<file path="config.mk">
export PLATFORM = sky130hd
export DESIGN_NAME = ramp_sequencer
export DESIGN_NICKNAME = d
export VERILOG_FILES = /design/src/rtl/ramp_pkg.sv /design/src/rtl/updown_sat_counter.sv /design/src/rtl/ramp_sequencer.sv
export SDC_FILE = /design/constraint.sdc
export NUM_CORES = 1
export LEC_CHECK = 0
export BUFFER_PORTS_ARGS = -buffer_cell sky130_fd_sc_hd__buf_2
export CAP_MARGIN = 10
export CORE_MARGIN = 5
export CORE_UTILIZATION = 51
export CTS_CLUSTER_DIAMETER = 40
export DETAILED_ROUTE_END_ITERATION = 7
export PLACE_DENSITY = 0.76
export SYNTH_ARGS = -nofsm -noshare
export SYNTH_HDL_FRONTEND = slang
export SYNTH_SLANG_ARGS = --single-unit
</file>
<file path="constraint.sdc">
create_clock -name CLK -period 2.6 [get_ports CLK]
set_input_delay 0.52 -clock CLK [delete_from_list [all_inputs] [get_ports CLK]]
set_output_delay 0.52 -clock CLK [all_outputs]
set_load 0.01 [all_outputs]
</file>
<file path="src/rtl/ramp_pkg.sv">
// Shared types and helpers for the ramp sequencer slice.
package ramp_pkg;

    typedef enum logic [2:0] {
        IDLE      = 3'd0,
        RAMP_UP   = 3'd1,
        HOLD      = 3'd2,
        RAMP_DOWN = 3'd3,
        DONE      = 3'd4
    } ramp_state_t;

    // Prescaler register width; a DIV of 1 still needs a one-bit register.
    function automatic int presc_width(input int div);
        return (div > 1) ? $clog2(div) : 1;
    endfunction

endpackage

</file>
<file path="src/rtl/updown_sat_counter.sv">
// N-bit up/down counter that sticks at 0 and at all-ones instead of wrapping.
module updown_sat_counter #(
    parameter int N = 8
) (
    input  logic         CLK,
    input  logic         N_RESET,
    input  logic         en,
    input  logic         up,
    output logic [N-1:0] Y
);

    localparam logic [N-1:0] Y_MAX = '1;

    // Count one step per enabled cycle, holding at either rail.
    always_ff @(posedge CLK) begin
        if (!N_RESET) begin
            Y <= '0;
        end else if (en) begin
            if (up) begin
                if (Y != Y_MAX) Y <= Y + 1'b1;
            end else begin
                if (Y != '0) Y <= Y - 1'b1;
            end
        end
    end

endmodule

</file>
<file path="src/rtl/ramp_sequencer.sv">
// Trapezoidal ramp controller: rise to target, hold, fall to zero, flag done.
//
//   state     | meaning
//   ----------+---------------------------------------------------------
//   IDLE      | waiting for start; Y is 0
//   RAMP_UP   | Y steps up once per prescaler tick until it equals target
//   HOLD      | Y parked at peak for hold_cycles+1 clocks
//   RAMP_DOWN | Y steps down once per prescaler tick until it reaches 0
//   DONE      | one-cycle completion pulse, then back to IDLE
module ramp_sequencer
    import ramp_pkg::*;
#(
    parameter int N      = 8,
    parameter int HOLD_W = 8,
    parameter int DIV    = 1
) (
    input  logic              CLK,
    input  logic              N_RESET,
    input  logic              start,
    input  logic [N-1:0]      target,
    input  logic [HOLD_W-1:0] hold_cycles,
    input  logic              abort,
    output logic [N-1:0]      Y,
    output logic              dir,
    output logic              busy,
    output logic              at_peak,
    output logic              done
);

    localparam int              PW         = presc_width(DIV);
    localparam logic [PW-1:0]   PRESC_LAST = PW'(DIV - 1);

    ramp_state_t        state_q;
    ramp_state_t        state_d;
    logic [PW-1:0]      presc_q;
    logic               tick;
    logic [N-1:0]       target_q;
    logic [HOLD_W-1:0]  hold_q;
    logic [HOLD_W-1:0]  hold_cnt;
    logic               cnt_en;
    logic               cnt_up;

    assign tick = (presc_q == PRESC_LAST);

    updown_sat_counter #(.N(N)) u_counter (
        .CLK     (CLK),
        .N_RESET (N_RESET),
        .en      (cnt_en),
        .up      (cnt_up),
        .Y       (Y)
    );

    // State register.
    always_ff @(posedge CLK) begin
        if (!N_RESET) state_q <= IDLE;
        else          state_q <= state_d;
    end

    // Next-state decode; abort beats the normal exit from RAMP_UP and HOLD.
    always_comb begin
        state_d = state_q;
        case (state_q)
            IDLE: begin
                if (start) state_d = RAMP_UP;
            end
            RAMP_UP: begin
                if (abort)                        state_d = RAMP_DOWN;
                else if (tick && (Y == target_q)) state_d = HOLD;
            end
            HOLD: begin
                if (abort || (hold_cnt == '0)) state_d = RAMP_DOWN;
            end
            RAMP_DOWN: begin
                if (tick && (Y == '0)) state_d = DONE;
            end
            DONE: begin
                state_d = IDLE;
            end
            default: state_d = IDLE;
        endcase
    end

    // Outputs decoded from state only; counter strobes also fold in tick/abort.
    always_comb begin
        dir     = 1'b0;
        busy    = 1'b0;
        at_peak = 1'b0;
        done    = 1'b0;
        cnt_en  = 1'b0;
        cnt_up  = 1'b0;
        case (state_q)
            RAMP_UP: begin
                dir    = 1'b1;
                busy   = 1'b1;
                cnt_up = 1'b1;
                cnt_en = tick && !abort && (Y != target_q);
            end
            HOLD: begin
                busy    = 1'b1;
                at_peak = 1'b1;
            end
            RAMP_DOWN: begin
                busy   = 1'b1;
                cnt_en = tick && (Y != '0);
            end
            DONE: begin
                done = 1'b1;
            end
            default: ;
        endcase
    end

    // Step prescaler: restarts on any state change so each phase gets full steps.
    always_ff @(posedge CLK) begin
        if (!N_RESET) begin
            presc_q <= '0;
        end else if (state_d != state_q) begin
            presc_q <= '0;
        end else if (((state_q == RAMP_UP) || (state_q == RAMP_DOWN)) && !tick) begin
            presc_q <= presc_q + 1'b1;
        end else begin
            presc_q <= '0;
        end
    end

    // Capture the profile shape when a start is accepted so later input changes are ignored.
    always_ff @(posedge CLK) begin
        if (!N_RESET) begin
            target_q <= '0;
            hold_q   <= '0;
        end else if ((state_q == IDLE) && start) begin
            target_q <= target;
            hold_q   <= hold_cycles;
        end
    end

    // Hold timer: loaded on entry to HOLD, counts down to zero.
    always_ff @(posedge CLK) begin
        if (!N_RESET) begin
            hold_cnt <= '0;
        end else if ((state_q == RAMP_UP) && (state_d == HOLD)) begin
            hold_cnt <= hold_q;
        end else if ((state_q == HOLD) && (hold_cnt != '0)) begin
            hold_cnt <= hold_cnt - 1'b1;
        end
    end

endmodule

</file>
==> summary by stage, run 1 <==
GRT
The global-route usage over all layers is 0.180. The initial antenna violation count is 0. The first global-routing pass estimated 7670 um of wire. The total grt overflow is 0. The number of global-route vias before repair is 1676.

The maximum number of pins on one net before global-route repair is 21.

Critical path
STA classifies the critical path startpoint as a flop. The critical path endpoint category is a flop. The critical-path maximum fanout is 8. The data required time of the worst path is 2.81 ns.

By startpoint and endpoint, the worst setup path is classified as flop to flop. For the worst setup path, the data arrival time is 2.68 ns.

Yosys
Counting flops and latches in the post-synthesis netlist gives 36. The async set-reset flop share out of synthesis is 0. The synthesized cell area is 2050 um2. The share of the synthesized area in the top cell type is 0.352. The library cell with the largest summed area after synthesis is sky130_fd_sc_hd__dfxtp_1.

For this run, the leading register cell type out of synthesis is sky130_fd_sc_hd__dfxtp_1. The number of distinct library cells after synthesis is 51. Of the synthesized area, sequential elements account for 0.352.

The number of warnings reported in the yosys synthesis log is 0. The most common cell in the netlist is sky130_fd_sc_hd__nand2_1. By count the netlist is led by sky130_fd_sc_hd__nand2_1 (40), sky130_fd_sc_hd__dfxtp_1 (36), sky130_fd_sc_hd__a21oi_1 (32), sky130_fd_sc_hd__nor2_1 (13), sky130_fd_sc_hd__xnor2_1 (13). By area the synthesized netlist is led by sky130_fd_sc_hd__dfxtp_1 (35%), sky130_fd_sc_hd__a21oi_1 (7.8%), sky130_fd_sc_hd__nand2_1 (7.3%), sky130_fd_sc_hd__xnor2_1 (5.6%), sky130_fd_sc_hd__ha_1 (4.3%). The number of cells produced by synthesis is 253. In this run, synthesis inferred 0 flip-flops with an integrated enable. The net count after synthesis is 281. A synthesized cell averages 8.09 um2.

Clock network
The maximum root-to-sink buffer count is 2. The CTS root buffer is sky130_fd_sc_hd__clkbuf_8. The H-tree depth is 2. In this run the post-CTS setup repair buffer count came out at 0.

The clock latency on the worst-skew pair is 0.29 ns. TritonCTS built the clock tree. The clock net in this run drives a total of 36 sinks. The clock edge transition at the registers on the reported setup and hold paths is 0.07 ns.

The post-cts gate resize count is 0. The number of buffers created by CTS is 5. The number of hold buffers added after CTS was 0.

STA
The clock period minus final worst setup slack is 2.46 ns. Setup repair after global routing left no endpoint under its margin. For the pin with the worst max-slew slack, the measured transition is 0.688 ns. The final count of hold timing violations is 0. On the final layout, the worst clock skew is 0.00662 ns. Setup total negative slack on the finished layout was measured at 0 ns. The count of endpoints failing setup in the final report is 0. The number of max-slew violations in the final report is 0. The maximum operating frequency is 406 MHz. Headroom to the max-slew limit came out at 0.540. Of the available clock period, the critical path in the final layout requires 0.947.

Floorplanning
The floorplan step set the die width to 73.4 um. The floorplan step defined a die boundary enclosing 5380 um2. The floorplan has 23 rows. The core footprint is 3940 um2.

The starting density of the core is 0.519. The floorplan step set the die height to 73.4 um. The number of ports placed on the die boundary is 32.

Placement
Buffers placed on the I/O ports in this run total 31. The last weighted congestion value of the routability-driven placer is 0.812. The cell area after placement is 2250 um2.

The HPWL after detailed placement is 3330 um.

Finish
Relative to the synthesized area, the layout overhead comes to 14.7%. The finished cells cover 2350 um2. The fraction of layout instances using a drive strength above 1 is 0.181.

The number of filler cells placed in the layout is 365. The repair_antennas step left the layout with diodes totalling 0. The net count of the finished layout is 314.

Pwr
The worst-case IR drop observed on VDD is 527 uV. In this run the power density over the cells is 809 nW/um2. Summed over all cells, the static leakage comes to 0.971 nW.

Run
The max-capacitance violation count is 0.

Drt
The number of iterations in the first detailed-routing pass is 4. Dividing the detail-routed via count by the number of cells gives 5.56. Across all layers, the routed design uses 1873 vias. Wires add up to 4590 um. The residual DRC count is 0.

The first routing iteration left 111 violations. The detail-routed net length per standard cell is 13.6 um. The count of antenna-violating nets left after detailed routing is 0.

Worst hold path
The worst min-delay path category is flop to flop.

Run status
The run finished with clean final reports.
[layout make-up]
class	count	area (um2)	area share
multi-input combinational	197	1230	0.523
sequential	36	721	0.307
timing repair buffer	39	215	0.0917
clock buffer	7	86.3	0.0368
tap	50	62.6	0.0267
inverter	7	26.3	0.0112
clock inverter	1	7.51	0.00320
[worst paths after layout]
check | start | end | slack [ns] | depth (start not counted)
min | hold_q[3] | hold_q[3] | 0.46 | 2
max | state_q[1] | u_counter.Y[7] | 0.14 | 7
min reg2reg | hold_q[3] | hold_q[3] | 0.46 | 2
max reg2reg | state_q[1] | u_counter.Y[7] | 0.14 | 7
[layer usage]
metal,vias to the layer above,GRT usage,wire (um)
li1,969,-,-
met1,861,0.246,2250
met2,39,0.277,2110
met3,4,0.0424,202
met4,0,0.0644,32
met5,-,0,0
[report_power, final]
part	internal (mW)	switching, mW
Combinational	0.336	0.460
Sequential	0.625	0.0702
Clock	0.215	0.193
[placed cells by master, fill, tap and decap left out, drive strengths merged, types with 5 or more instances in the layout]
cell type and n:
inv 6, nor2 14, dfxtp 36, buf 39, o21ai 13, xnor2 13
xor2 5, clkbuf 7, or4 6, a21oi 32, ha 7, nand2 40
nand3 9, nor3 7
[cell families after synthesis]
logic type      count (synthesis)  share of synthesized area
xor+xnor                       18                     0.0770
flops                          36                      0.352
fa+ha+maj                       8                     0.0526
buf+inv                        20                     0.0507
compound gates                 66                      0.193
mux                             4                     0.0196
other cells                     1                    0.00183
simple gates                  100                      0.253
[critical path, stage by stage, from the launching register on]
cell	delay, ns
sky130_fd_sc_hd__dfxtp_1	0.31
sky130_fd_sc_hd__or3b_1	0.54
sky130_fd_sc_hd__ha_1	0.47
sky130_fd_sc_hd__nand3_1	0.12
sky130_fd_sc_hd__o2111ai_1	0.23
sky130_fd_sc_hd__nand2_1	0.12
sky130_fd_sc_hd__or4_1	0.48
sky130_fd_sc_hd__o2111ai_1	0.10
[sequential cells by signal (all words and copies together), names as in the netlist]
name / count
presc_q: 1
u_counter.Y: 8
state_q: 3
hold_q: 8
hold_cnt: 8
target_q: 8
[metrics by stage]
step | setup WS [ns] | util | cells | power (mW) | hold WS [ns]
2_1_floorplan | 0.140 | - | 253 | 1.30 | 0.433
5_1_grt | 0.0362 | 0.595 | 337 | 2.04 | 0.457
4_1_cts | 0.149 | 0.595 | 337 | 1.90 | 0.458
3_5_place_dp | 0.168 | 0.572 | 329 | 1.49 | 0.450
6_report | 0.137 | 0.595 | 337 | 1.90 | 0.456
3_3_place_gp | 0.227 | 0.572 | 329 | 1.48 | 0.443
(Power assumes the default switching activity.)
==> run 2: changes to the inputs <==
ABC_CLOCK_PERIOD_IN_PS = 2800   (was unset)
CORE_UTILIZATION = 56   (was 51)
PLACE_DENSITY = 0.79   (was 0.76)
clock period = 2.8 ns   (was 2.6 ns; I/O delays follow)
==> summary by stage, run 2 (same netlist as run 1, synthesis figures left out) <==
Run status
Outcome: complete, no violations (unchanged).

Drt
The residual DRC count is 0 (unchanged). The count of antenna-violating nets left after detailed routing is 0 (unchanged). The total routed wirelength is 4550 um (was 4590 um). The count of vias placed by the detailed router was 1856 (was 1873).

The number of iterations in the first detailed-routing pass is 4 (unchanged). The met1 routed wirelength after detailed routing is 2210 um (was 2250 um). The detail-routed net length per standard cell came to 13.7 um (was 13.6 um). The uppermost metal layer occupied by signal nets was met4 (unchanged). The mean number of vias per cell is 5.57 (was 5.56). The total met2 wirelength after detailed routing is 2050 um (was 2110 um).

The total length of routed met3 wires is 211 um (was 202 um). The number of DRC markers in iteration 0 is 78 (was 111).

GRT
The global-route usage over all layers was 0.189 (was 0.180). The initial antenna violation count came to 0 (unchanged). The number of global-route vias before repair is 1741 (was 1676). The wire length of the first global-routing pass is 7620 um (was 7670 um). The total grt overflow is 0 (unchanged).

The maximum number of pins on one net before global-route repair came to 18 (was 21).

Critical path
The start-to-end type of the worst setup path is flop to flop (unchanged). The reg-to-reg setup timing slack was 0.19 ns (was 0.14 ns). The launch point of the worst path is state_q[2] (was state_q[1]). The destination of the critical timing path was u_counter.Y[7] (unchanged). The critical path endpoint category is a flop (unchanged). The data required time of the worst path is 3.01 ns (was 2.81 ns). The endpoint arrival time on the critical path is 2.82 ns (was 2.68 ns). The depth of the worst register-to-register path was 7 (unchanged). The worst flop-to-flop path startpoint is state_q[2] (was state_q[1]). The end of the worst register-to-register path is u_counter.Y[7] (unchanged).

The startpoint kind of the worst setup timing path is a flop (unchanged). The critical-path maximum fanout was 10 (was 8).

Placement
The last weighted congestion value of the routability-driven placer is 0.873 (was 0.812). The number of port buffers is 31 (unchanged). The placed wire-length estimate is 3270 um (was 3330 um).

Pwr
The switching power is 675 uW (was 723 uW). The fraction of power consumed by sequential logic was 0.353 (was 0.366). The part of the power in combinational logic is 0.404 (was 0.419). The areal power density over the cells is 779 nW/um2 (was 809 nW/um2). The switching share of power is 0.370 (was 0.381). The internal power came to 1.15 mW (was 1.18 mW). The largest vdd supply drop is 462 uV (was 527 uV). The static leakage was 0.971 nW (about the same). The clock group share of total power came to 0.243 (was 0.215).

Finish
The most common library cell in the layout ignoring fill and taps is sky130_fd_sc_hd__nand2_1 (unchanged). Highest-count cells in the layout ignoring fill and taps: sky130_fd_sc_hd__nand2_1 (40), sky130_fd_sc_hd__dfxtp_1 (36), sky130_fd_sc_hd__a21oi_1 (32) (unchanged). The net count reported at finish is 312 (was 314).

The layout-stage area growth over the synthesis result came to 14.5% (was 14.7%). The antenna diode count is 0 (unchanged). The fraction of layout instances using a drive strength above 1 is 0.175 (was 0.181). The final core area utilization was 0.650 (was 0.595).

Clock network
The maximum root-to-sink buffer count was 2 (unchanged). The post-CTS setup buffer count came to 0 (unchanged). The clock edge transition at the registers on the reported setup and hold paths is 0.07 ns (about the same).

The clock latency on the worst-skew pair was 0.29 ns (about the same). The number of buffers created by CTS is 5 (unchanged). The post-cts gate resize count was 0 (unchanged). The hold-fix buffer count after cts is 0 (unchanged). The CTS root buffer was sky130_fd_sc_hd__clkbuf_8 (unchanged). The CTS tree is done (unchanged). The number of sinks on the clock net is 36 (unchanged). The H-tree depth is 2 (unchanged).

Floorplanning
The height of the die is 70.5 um (was 73.4 um). The number of ports placed on the die boundary is 32 (unchanged). The core footprint is 3610 um2 (was 3940 um2).

The placement row count is 22 (was 23). The starting density of the core is 0.568 (was 0.519). The floorplan die area is 4960 um2 (was 5380 um2). The overall die width came to 70.5 um (was 73.4 um).

STA
The final count of hold timing violations is 0 (unchanged). Unrepaired setup endpoints after global routing: no (unchanged). The slew at the pin closest to its max-slew limit was 0.675 ns (was 0.688 ns).

The max-slew headroom at the worst pin is 0.549 (was 0.540). The count of endpoints failing setup in the final report is 0 (unchanged). The setup total negative slack is 0 ns (unchanged). The maximum operating frequency came to 384 MHz (was 406 MHz).

The number of max-slew violations in the final report is 0 (unchanged). The worst clock skew is 0.00249 ns (was 0.00662 ns). The clock period minus final worst setup slack was 2.61 ns (was 2.46 ns).

The share of the clock period used by the worst path after layout was 0.931 (was 0.947).

Run
The max-capacitance violation count is 0 (unchanged).

Worst hold path
The worst min-delay path category is flop to flop (unchanged).
==> run 2: cell count changes in the layout (fill, tap and decap cells not counted), sizes merged <==
cell / before / now
bufinv: 0 / 1
buf: 39 / 37
clkinv: 1 / 2
clkbuf: 7 / 6
clkinvlp: 1 / 0
==> run 2: critical path, cell delays in order, from the launching register on <==
cell                        delay [ns]
sky130_fd_sc_hd__dfxtp_1          0.39
sky130_fd_sc_hd__or3b_1           0.55
sky130_fd_sc_hd__ha_1             0.48
sky130_fd_sc_hd__nand3_1          0.14
sky130_fd_sc_hd__o2111ai_1        0.25
sky130_fd_sc_hd__nand2_1          0.12
sky130_fd_sc_hd__or4_1            0.50
sky130_fd_sc_hd__o2111ai_1        0.10
==> run 2: layout make-up <==
type                    count  area (um2)
clock buffers               6        72.6
clock inverters             2        35.0
fillers                   314        1260
flip-flops and latches     36         721
multi-input cells         197        1230
inverters                   7        26.3
repair buffers             37         200
well taps                  48        60.1
==> run 2: per-layer routing <==
layer  global-route usage  up-vias
met3               0.0475       10
met1                0.255      831
met4               0.0723        0
li1                     -      962
met2                0.289       53
met5                    0        -
==> run 2: metrics by stage <==
| stage | setup WS [ns] | power (mW) | hold slack (ns) | cell area, um2 | std cells |
|---|---|---|---|---|---|
| after detailed placement | 0.254 | 1.38 | 0.450 | 2240 | 325 |
| after global placement | 0.288 | 1.37 | 0.445 | 2240 | 325 |
| after floorplan | 0.340 | 1.21 | 0.433 | 2050 | 253 |
| after global routing | 0.0468 | 1.95 | 0.482 | 2340 | 333 |
| after CTS | 0.235 | 1.82 | 0.460 | 2340 | 333 |
| final | 0.194 | 1.82 | 0.457 | 2340 | 333 |
==> run 2: how the worst min path moves through the flow <==
stage	end	from	depth (start not counted)
after floorplan	hold_q[2]	hold_q[2]	2
after global placement	hold_q[4]	hold_q[4]	2
after detailed placement	hold_q[1]	hold_q[1]	2
after CTS	hold_q[1]	hold_q[1]	2
after global routing	hold_q[3]	hold_q[3]	2
final	hold_q[4]	hold_q[4]	2
==> run 2: power groups by stage <==
stage,logic [mW],registers (mW),clock network (mW)
2_1_floorplan,0.567,0.644,0
3_3_place_gp,0.712,0.653,0
3_5_place_dp,0.721,0.656,0
4_1_cts,0.730,0.645,0.449
5_1_grt,0.818,0.655,0.474
6_report,0.736,0.644,0.444
